## src/rtl/id_ex_reg.sv

```systemverilog
// Decode-to-execute pipeline register with stall, flush-to-bubble and a saturating
// count of inserted bubbles. Every output comes straight from a flop.
module id_ex_reg #(
  parameter int unsigned DATA_W = 32
) (
  input  logic              CLK,
  input  logic              RESET,
  input  logic              StallE,
  input  logic              FlushE,
  input  logic              ValidD,
  input  logic              PCSD,
  input  logic              RegWD,
  input  logic              MemWD,
  input  logic              BD,
  input  logic              MemtoRegD,
  input  logic              ALUSrcD,
  input  logic [1:0]        FlagWD,
  input  logic [3:0]        CondD,
  input  logic [1:0]        ALUControlD,
  input  logic [DATA_W-1:0] RD1D,
  input  logic [DATA_W-1:0] RD2D,
  input  logic [DATA_W-1:0] ExtImmD,
  input  logic [3:0]        WA3D,
  input  logic [3:0]        RA1D,
  input  logic [3:0]        RA2D,
  output logic              ValidE,
  output logic              PCSE,
  output logic              RegWE,
  output logic              MemWE,
  output logic              BE,
  output logic              MemtoRegE,
  output logic              ALUSrcE,
  output logic [1:0]        FlagWE,
  output logic [3:0]        CondE,
  output logic [1:0]        ALUControlE,
  output logic [DATA_W-1:0] RD1E,
  output logic [DATA_W-1:0] RD2E,
  output logic [DATA_W-1:0] ExtImmE,
  output logic [3:0]        WA3E,
  output logic [3:0]        RA1E,
  output logic [3:0]        RA2E,
  output logic [7:0]        BubbleCnt
);

  // A bubble carries the "always" condition so downstream condition logic stays benign.
  localparam logic [3:0] CondAlways = 4'b1110;
  localparam logic [7:0] CntMax     = 8'hFF;

  logic              r_valid;
  logic              r_pcs;
  logic              r_regw;
  logic              r_memw;
  logic              r_b;
  logic              r_memtoreg;
  logic              r_alusrc;
  logic [1:0]        r_flagw;
  logic [3:0]        r_cond;
  logic [1:0]        r_aluctl;
  logic [DATA_W-1:0] r_rd1;
  logic [DATA_W-1:0] r_rd2;
  logic [DATA_W-1:0] r_extimm;
  logic [3:0]        r_wa3;
  logic [3:0]        r_ra1;
  logic [3:0]        r_ra2;
  logic [7:0]        r_bubble_cnt;

  logic w_bubble;
  logic w_load;
  logic w_cnt_inc;

  always_comb begin
    w_bubble  = RESET | FlushE;
    w_load    = ~w_bubble & ~StallE;
    w_cnt_inc = ~RESET & FlushE & (r_bubble_cnt != CntMax);
  end

  // Architectural write enables are gated by ValidD so an invalid slot can never commit.
  always_ff @(posedge CLK) begin
    if (w_bubble) begin
      r_valid    <= 1'b0;
      r_pcs      <= 1'b0;
      r_regw     <= 1'b0;
      r_memw     <= 1'b0;
      r_b        <= 1'b0;
      r_memtoreg <= 1'b0;
      r_alusrc   <= 1'b0;
      r_flagw    <= 2'b00;
      r_cond     <= CondAlways;
      r_aluctl   <= 2'b00;
      r_rd1      <= '0;
      r_rd2      <= '0;
      r_extimm   <= '0;
      r_wa3      <= 4'd0;
      r_ra1      <= 4'd0;
      r_ra2      <= 4'd0;
    end else if (w_load) begin
      r_valid    <= ValidD;
      r_pcs      <= PCSD & ValidD;
      r_regw     <= RegWD & ValidD;
      r_memw     <= MemWD & ValidD;
      r_b        <= BD & ValidD;
      r_memtoreg <= MemtoRegD;
      r_alusrc   <= ALUSrcD;
      r_flagw    <= FlagWD & {2{ValidD}};
      r_cond     <= CondD;
      r_aluctl   <= ALUControlD;
      r_rd1      <= RD1D;
      r_rd2      <= RD2D;
      r_extimm   <= ExtImmD;
      r_wa3      <= WA3D;
      r_ra1      <= RA1D;
      r_ra2      <= RA2D;
    end
  end

  always_ff @(posedge CLK) begin
    if (RESET) begin
      r_bubble_cnt <= 8'd0;
    end else if (w_cnt_inc) begin
      r_bubble_cnt <= r_bubble_cnt + 8'd1;
    end
  end

  assign ValidE      = r_valid;
  assign PCSE        = r_pcs;
  assign RegWE       = r_regw;
  assign MemWE       = r_memw;
  assign BE          = r_b;
  assign MemtoRegE   = r_memtoreg;
  assign ALUSrcE     = r_alusrc;
  assign FlagWE      = r_flagw;
  assign CondE       = r_cond;
  assign ALUControlE = r_aluctl;
  assign RD1E        = r_rd1;
  assign RD2E        = r_rd2;
  assign ExtImmE     = r_extimm;
  assign WA3E        = r_wa3;
  assign RA1E        = r_ra1;
  assign RA2E        = r_ra2;
  assign BubbleCnt   = r_bubble_cnt;

endmodule

```

## config.mk

```make
export PLATFORM = sky130hd
export DESIGN_NAME = id_ex_reg
export DESIGN_NICKNAME = d
export VERILOG_FILES = /design/src/rtl/id_ex_reg.sv
export SDC_FILE = /design/constraint.sdc
export NUM_CORES = 1
export LEC_CHECK = 0
export ABC_AREA = 1
export CAP_MARGIN = 15
export CORE_ASPECT_RATIO = 1.4
export CORE_MARGIN = 3
export CORE_UTILIZATION = 32
export DETAILED_ROUTE_END_ITERATION = 8
export PLACE_DENSITY = 0.74
export SLEW_MARGIN = 40
export SYNTH_ARGS = -nofsm -noshare
export SYNTH_HDL_FRONTEND = slang
export SYNTH_SLANG_ARGS = --single-unit
```

## constraint.sdc

```tcl
create_clock -name CLK -period 3.4 [get_ports CLK]
set_input_delay 0.34 -clock CLK [delete_from_list [all_inputs] [get_ports CLK]]
set_output_delay 0.34 -clock CLK [all_outputs]
set_load 0.05 [all_outputs]
```

==> results of run 1 <==
[per-stage QoR]
stage               hold WS, ns  power, W  cell area, um2  utilization [%]  setup WS (ns)
finish                    0.452   0.00393            7470             57.7           1.35
global route              0.468   0.00407            7470             57.7           1.28
CTS                       0.454   0.00399            7470             57.7           1.25
detailed placement        0.444   0.00216            6870             53.1          0.815
global placement          0.437   0.00215            6870             53.1          0.907
floorplan                 0.443   0.00190            4250                -           1.75
[worst paths after layout]
check	endpoint	cells after the start	slack, ns
setup / recovery	BubbleCnt[3]	1	1.35
hold reg to reg	MemWE	2	0.45
setup reg to reg	BubbleCnt[0]	6	1.93
hold / removal	MemWE	2	0.45
[registers in the layout (all words and copies together), names as in the netlist, 2 cells and up]
signal	count
RA2E	4
BubbleCnt	8
FlagWE	2
ALUControlE	2
WA3E	4
CondE	4
RD2E	32
RD1E	32
ExtImmE	32
RA1E	4
[kinds of logic after synthesis]
logic type               synth area share, %
flip-flops                              61.7
AO/OA/AOI/OAI                           24.5
AND/OR/NAND/NOR                         7.24
buffers and inverters                   6.27
adder cells (fa/ha/maj)                0.294
[cell type report]
type                       count  share of cell area, %
clock buffer                  19                   5.93
timing repair buffer         260                   34.9
sequential                   131                   35.1
inverter                      15                  0.788
multi-input combinational    193                   18.3
tap                          178                   2.98
clock inverter                13                   1.99
[where the power goes]
| group | internal [W] | switching (W) |
|---|---|---|
| clock | 0.00111 | 0.000694 |
| combinational | 0.000244 | 0.000269 |
| sequential | 0.00159 | 0.0000289 |
[cell usage after synthesis (all sizes together)]
cell type  count  share of area (%)
dfxtp        131                 62
a22o         113                 23
nand2         39                3.5
buf           26                4.9
nor2          16                1.8
inv           15                1.3
nand3         14                1.8
a21oi          5               0.59
o22a           2               0.41
clkbuf         1              0.088
ha             1               0.29
nand4          1               0.15
o21ai          1               0.12
o22ai          1               0.15
[per-layer routing]
metal	part of all wire, %	up-vias	GRT usage (%)
met4	1.2	0	5.32
met2	50	176	28.8
met5	0	-	0
met1	39	1780	19.4
met3	9.6	15	6.23
li1	-	1840	-
==> run metrics, run 1 <==
status finished, final reports clean; Overall Global Routing Usage 16.9%; first-pass iteration count of the detailed router 4; VDD IR max 339 uV; clock-pin transition on the worst setup and hold timing paths 0.06 ns; critical path fanouts, max 6; CTS tree built; Worst Skew 0.00597 ns; Max Freq 488 MHz; H-tree Lvls 4; crit path launch type register; number of vias per cell 4.71; Buf/Inv on CP 1; crit end category output pin; drt wl/cell 15.9 um; Syn Area/Cell 11.6 um2; # fillers 1110; final std cells w/o fill 809; Synth warnings 0; Chip Width 103 um; max-cap viol count 0; DIE AREA 0.0147 mm2; P&R area growth vs syn 75.6%; gp weighted congestion 0.823; WL final 12800 um; die height 142 um; Yosys reg bits 131; Slew @ Worst Pin 0.669 ns; clk_lat worst skew 0.40 ns; Slew HR 55.4%; post-synthesis sequential area ratio 61.7%; root cell of the clock tree clkbuf_16; syn_nets 494; CTS Hold Bufs 0; clock tree buffer depth 2; area of the multi-input gates 0.00136 mm2; Rows 49; Setup CP Type reg2out; final hold vios 0; Remaining DRCs 0; crit path time final 2.05 ns; most common cell after layout, fill and taps aside clkdlybuf4s50_1; synth unique cells 22; Final HPWL DP 9200 um; PD cells 527 mW/mm2; delay of the slowest cell on the worst path 0.86 ns; Port Buf Inserts 257; vias in the first global route 3923; Top Family by Delay on Critical Path buffers and inverters; fin. max-slew vios 0; initial antenna violation count 0; via count 3811; global-route wire length before repair 19800 um; Nets 746; RR Startpoint BubbleCnt[1]; DRT iter0 DRCs 109; Crit-path slowest cell clkdlybuf4s50_1; Initial Util 32.9%; Antenna Cells 0; post-synthesis cell area 0.00425 mm2; top-level port count 258; CTS buffer count 17; Setup-failing EPs final 0; grt ovf 0; ratio of cells with drive above 1 in the final layout 6.81%; RSZ-0062 raised after global routing false; post-CTS setup buffers 0; hold crit path type reg2reg; number of routed nets with antenna violations 0; Worst EP arrival 1.71 ns; commonest non-fill, non-tap cells in the layout clkdlybuf4s50_1, dfxtp_1, a22o_1; Core Footprint 0.0129 mm2; largest net degree at the start of global routing 66; FF/Latch Area 0.00262 mm2; CP cell instances clkdlybuf4s50_1; Setup TNS 0 ns; worst hold start MemWE; Syn Inst Count 366; WP data required 3.06 ns; CTS resizes 0; DP Cell Count 777; crit path launch BubbleCnt[3]; Leakage 2.89 nW; CTS Sinks 131; period utilization 60.2%
Power figures use the tool's default switching activity.
==> run 2: changes to the inputs <==
- PLACE_DENSITY: 0.74 -> 0.76
- clock period: 3.4 -> 1.6 ns (I/O delays scaled with it)
==> run metrics, run 2 (synthesis gave the netlist of run 1 again) <==
status finished, final reports clean; max-cap viol count 0; vias in the first global route 3879; period utilization 91.5%; Setup TNS 0 ns; final std cells w/o fill 813; via count 3825; die height 142 um; clk_lat worst skew 0.40 ns; final instance area 0.00723 mm2; crit path time final 1.46 ns; WHS Path Cells 3; Slew HR 75.4%; Initial Util 32.9%; DIE AREA 0.0147 mm2; Top Family by Delay on Critical Path simple AND/OR/NAND/NOR gates; area of the multi-input gates 0.00137 mm2; number of vias per cell 4.70; DRT iter0 DRCs 138; Final HPWL DP 9160 um; crit path launch BubbleCnt[0]; CTS tree built; VDD IR max 582 uV; crit end category register; CTS resizes 0; clock-pin transition on the worst setup and hold timing paths 0.06 ns; WL final 12600 um; Overall Global Routing Usage 16.3%; Setup CP Type reg2reg; r2r setup slk 0.14 ns; number of routed nets with antenna violations 0; global-route wire length before repair 18900 um; grt ovf 0; FF/Latch Area 0.00263 mm2; post-CTS setup buffers 0; Leakage 3.18 nW; Worst EP arrival 1.76 ns; Chip Width 103 um; Rows 49; delay of the slowest cell on the worst path 0.38 ns; Remaining DRCs 0; largest net degree at the start of global routing 80; ratio of cells with drive above 1 in the final layout 28.5%; Port Buf Inserts 257; gp weighted congestion 0.812; final hold vios 0; DP Area 0.00662 mm2; Core Footprint 0.0129 mm2; Slew @ Worst Pin 0.368 ns; clock tree buffer depth 2; top-level port count 258; Buf/Inv on CP 0; RR Startpoint BubbleCnt[0]; CTS Sinks 131; Antenna Cells 0; first-pass iteration count of the detailed router 6; CTS Hold Bufs 0; critical path fanouts, max 11; worst hold start BD; R2R cell count 6; Max Freq 683 MHz; CP cell instances ha_1, nand2_1, nor2_1, nand2_2, a21oi_1, nor2_1; initial antenna violation count 0; Worst Skew 0.00576 ns; WHS 0.300 ns; commonest non-fill, non-tap cells in the layout buf_4, dfxtp_1, clkdlybuf4s50_1; # fillers 1093; CTS buffer count 17; WP data required 1.90 ns; Setup-failing EPs final 0; Hold Path End BE; root cell of the clock tree clkbuf_16; drt wl/cell 15.5 um; crit path launch type register; cell mode on critical path nor2_1; most common cell after layout, fill and taps aside buf_4; fin. max-slew vios 0; Nets 750; P&R area growth vs syn 69.9%; PD cells 1170 mW/mm2; reg-to-reg endpoint BubbleCnt[0]; DP Cell Count 781; H-tree Lvls 4; hold crit path type in2reg; Crit-path slowest cell dfxtp_2
[run 2: worst max path at each step]
stage	to	slack, ns	cells past startpoint
2_1_floorplan	BubbleCnt[3]	0.11	6
3_3_place_gp	BubbleCnt[4]	0.09	8
3_5_place_dp	RD2E[29]	0.05	6
4_1_cts	BubbleCnt[0]	0.18	6
5_1_grt	BubbleCnt[3]	-0.03	7
6_report	BubbleCnt[0]	0.14	6
[run 2: tightest hold or removal path: stages]
cell,delay (ns)
clkdlybuf4s50_1,0.40
nand2_1,0.06
nand2_1,0.04
[run 2: stage by stage]
stage / total power (W) / util [%] / setup WS [ns]
floorplan: 0.00405 / - / 0.107
global placement: 0.00456 / 51.1 / 0.0898
detailed placement: 0.00458 / 51.1 / 0.0459
CTS: 0.00854 / 55.8 / 0.175
global route: 0.00876 / 55.9 / -0.0291
finish: 0.00844 / 55.9 / 0.136
[run 2: area by class of cell]
class / count / area share [%]
repair buffers: 264 / 32.5
clock buffers: 18 / 5.94
multi-input cells: 193 / 18.9
inverters: 15 / 0.797
clock inverters: 14 / 2.46
flip-flops and latches: 131 / 36.3
well taps: 178 / 3.08
[run 2: layer usage]
layer  vias to the layer above  track usage (%)  part of all wire (%)
met4                         0             6.21                   1.3
met5                         -                0                     0
met3                        15             6.62                    11
li1                       1849                -                     -
met2                       199             28.2                    51
met1                      1762             17.5                    37
[run 2: power by group]
part	internal, W	total, W	switching (W)
Sequential	0.00337	0.00343	0.0000618
Clock	0.00247	0.00394	0.00147
Combinational	0.000494	0.00107	0.000575
Total	0.00634	0.00844	0.00210
==> run 3: changes to the inputs <==
- ABC_CLOCK_PERIOD_IN_PS: default -> 1600
- MAX_ROUTING_LAYER: default -> met4
==> run metrics, run 3 (synthesis gave the netlist of run 1 again) <==
max-cap viol count 0; WP data required 1.90 ns; clk_lat worst skew 0.40 ns; WHS Path Cells 3; first-pass iteration count of the detailed router 6; Chip Width 103 um; most common cell after layout, fill and taps aside buf_4; clock share of power 46.7%; crit end category register; root cell of the clock tree clkbuf_16; CTS tree built; die height 142 um; Antenna Cells 0; number of vias per cell 4.70; final hold vios 0; top-level port count 258; Worst EP arrival 1.73 ns; Net Sw Power 0.00211 W; clock-pin transition on the worst setup and hold timing paths 0.06 ns; CP cell instances ha_1, nand2_1, nor2_1, nand2_2, a21oi_1, nor2_1; Max Freq 696 MHz; Rows 49; delay of the slowest cell on the worst path 0.37 ns; Leakage 3.18 nW; cell mode on critical path nor2_1; via count 3825; Setup-failing EPs final 0; VDD IR max 585 uV; fin. max-slew vios 0; P&R area growth vs syn 69.9%; crit path time final 1.44 ns; WL final 12700 um; Overall Global Routing Usage 16.9%; # fillers 1093; H-tree Lvls 4; global-route wire length before repair 18900 um; Initial Util 32.9%; Slew @ Worst Pin 0.372 ns; Setup CP Type reg2reg; number of routed nets with antenna violations 0; gp weighted congestion 0.824; Final HPWL DP 9160 um; worst hold start BD; CTS Sinks 131; largest net degree at the start of global routing 80; R2R cell count 6; hold crit path type in2reg; Crit-path slowest cell dfxtp_2; post-layout total power 0.00845 W; initial antenna violation count 0; period utilization 89.8%; clock tree buffer depth 2; Setup TNS 0 ns; grt ovf 0; drt wl/cell 15.6 um; Sw Share 25.0%; Combinational Power Share 12.7%; commonest non-fill, non-tap cells in the layout buf_4, dfxtp_1, clkdlybuf4s50_1; sequential power share 40.6%; WHS 0.301 ns; r2r setup slk 0.16 ns; Core Footprint 0.0129 mm2; Slew HR 75.2%; status finished, final reports clean; reg-to-reg endpoint BubbleCnt[0]; critical path fanouts, max 11; crit path launch type register; Hold Path End BE; Internal 0.00634 W; ratio of cells with drive above 1 in the final layout 28.5%; Worst Skew 0.00423 ns; RR Startpoint BubbleCnt[0]; DRT iter0 DRCs 185; CTS buffer count 17; Nets 750; Port Buf Inserts 257; PD cells 1170 mW/mm2; post-CTS setup buffers 0; DIE AREA 0.0147 mm2; Remaining DRCs 0; vias in the first global route 3891
run 3: cell counts in the layout (fill, tap and decap cells not counted):
Identical to the previous run, type by type.
run 3: worst max path at each step:
stage                  from            to  slack [ns]
3_3_place_gp          RESET  BubbleCnt[4]        0.09
5_1_grt        BubbleCnt[0]  BubbleCnt[3]       -0.03
6_report       BubbleCnt[0]  BubbleCnt[0]        0.16
4_1_cts        BubbleCnt[0]  BubbleCnt[0]        0.18
3_5_place_dp         FlushE      RD2E[29]        0.05
2_1_floorplan  BubbleCnt[3]  BubbleCnt[3]        0.11
run 3: area by class of cell:
type	count	area [um2]	share of cell area, %
multi-input combinational	193	1370	18.9
timing repair buffer	264	2350	32.5
clock buffer	18	429	5.94
inverter	15	57.6	0.797
tap	178	223	3.08
sequential	131	2630	36.3
clock inverter	14	178	2.46
run 3: power by group through the flow:
stage | logic [W] | clock network [W] | registers [W]
floorplan | 0.000191 | 0 | 0.00385
global placement | 0.00106 | 0 | 0.00350
detailed placement | 0.00108 | 0 | 0.00350
CTS | 0.00108 | 0.00403 | 0.00343
global route | 0.00112 | 0.00419 | 0.00344
finish | 0.00107 | 0.00395 | 0.00343
run 3: critical path: cells and delay by family, from the launching register on:
family                     cells  cell delay (ns)
and+or+nand+nor                4             0.59
DFF                            1             0.37
adders and majority gates      1             0.20
AOI/OAI and AO/OA              1             0.16
run 3: routing by layer:
metal  up-vias  GRT usage, %  part of all wire [%]  wire [um]
met4         0          6.00                   1.0        127
met1      1767          18.7                    39       4900
met5         -             -                     0          0
met2       197          28.1                    51       6470
li1       1849             -                     -          -
met3        12          5.44                   9.2       1170
run 3: per-stage QoR:
stage                     worst slack (ns)  utilization (%)  cells  area (um2)
final                                0.163             55.9    813        7230
after global routing               -0.0291             55.9    813        7230
after CTS                            0.175             55.8    813        7220
after detailed placement            0.0459             51.1    781        6620
after global placement              0.0898             51.1    781        6620
after floorplan                      0.107                -    366        4260
run 3: what timing repair did:
action,in CTS,in global routing
gates resized for setup,0,1
setup endpoints to repair,0,7
hold buffers,0,0
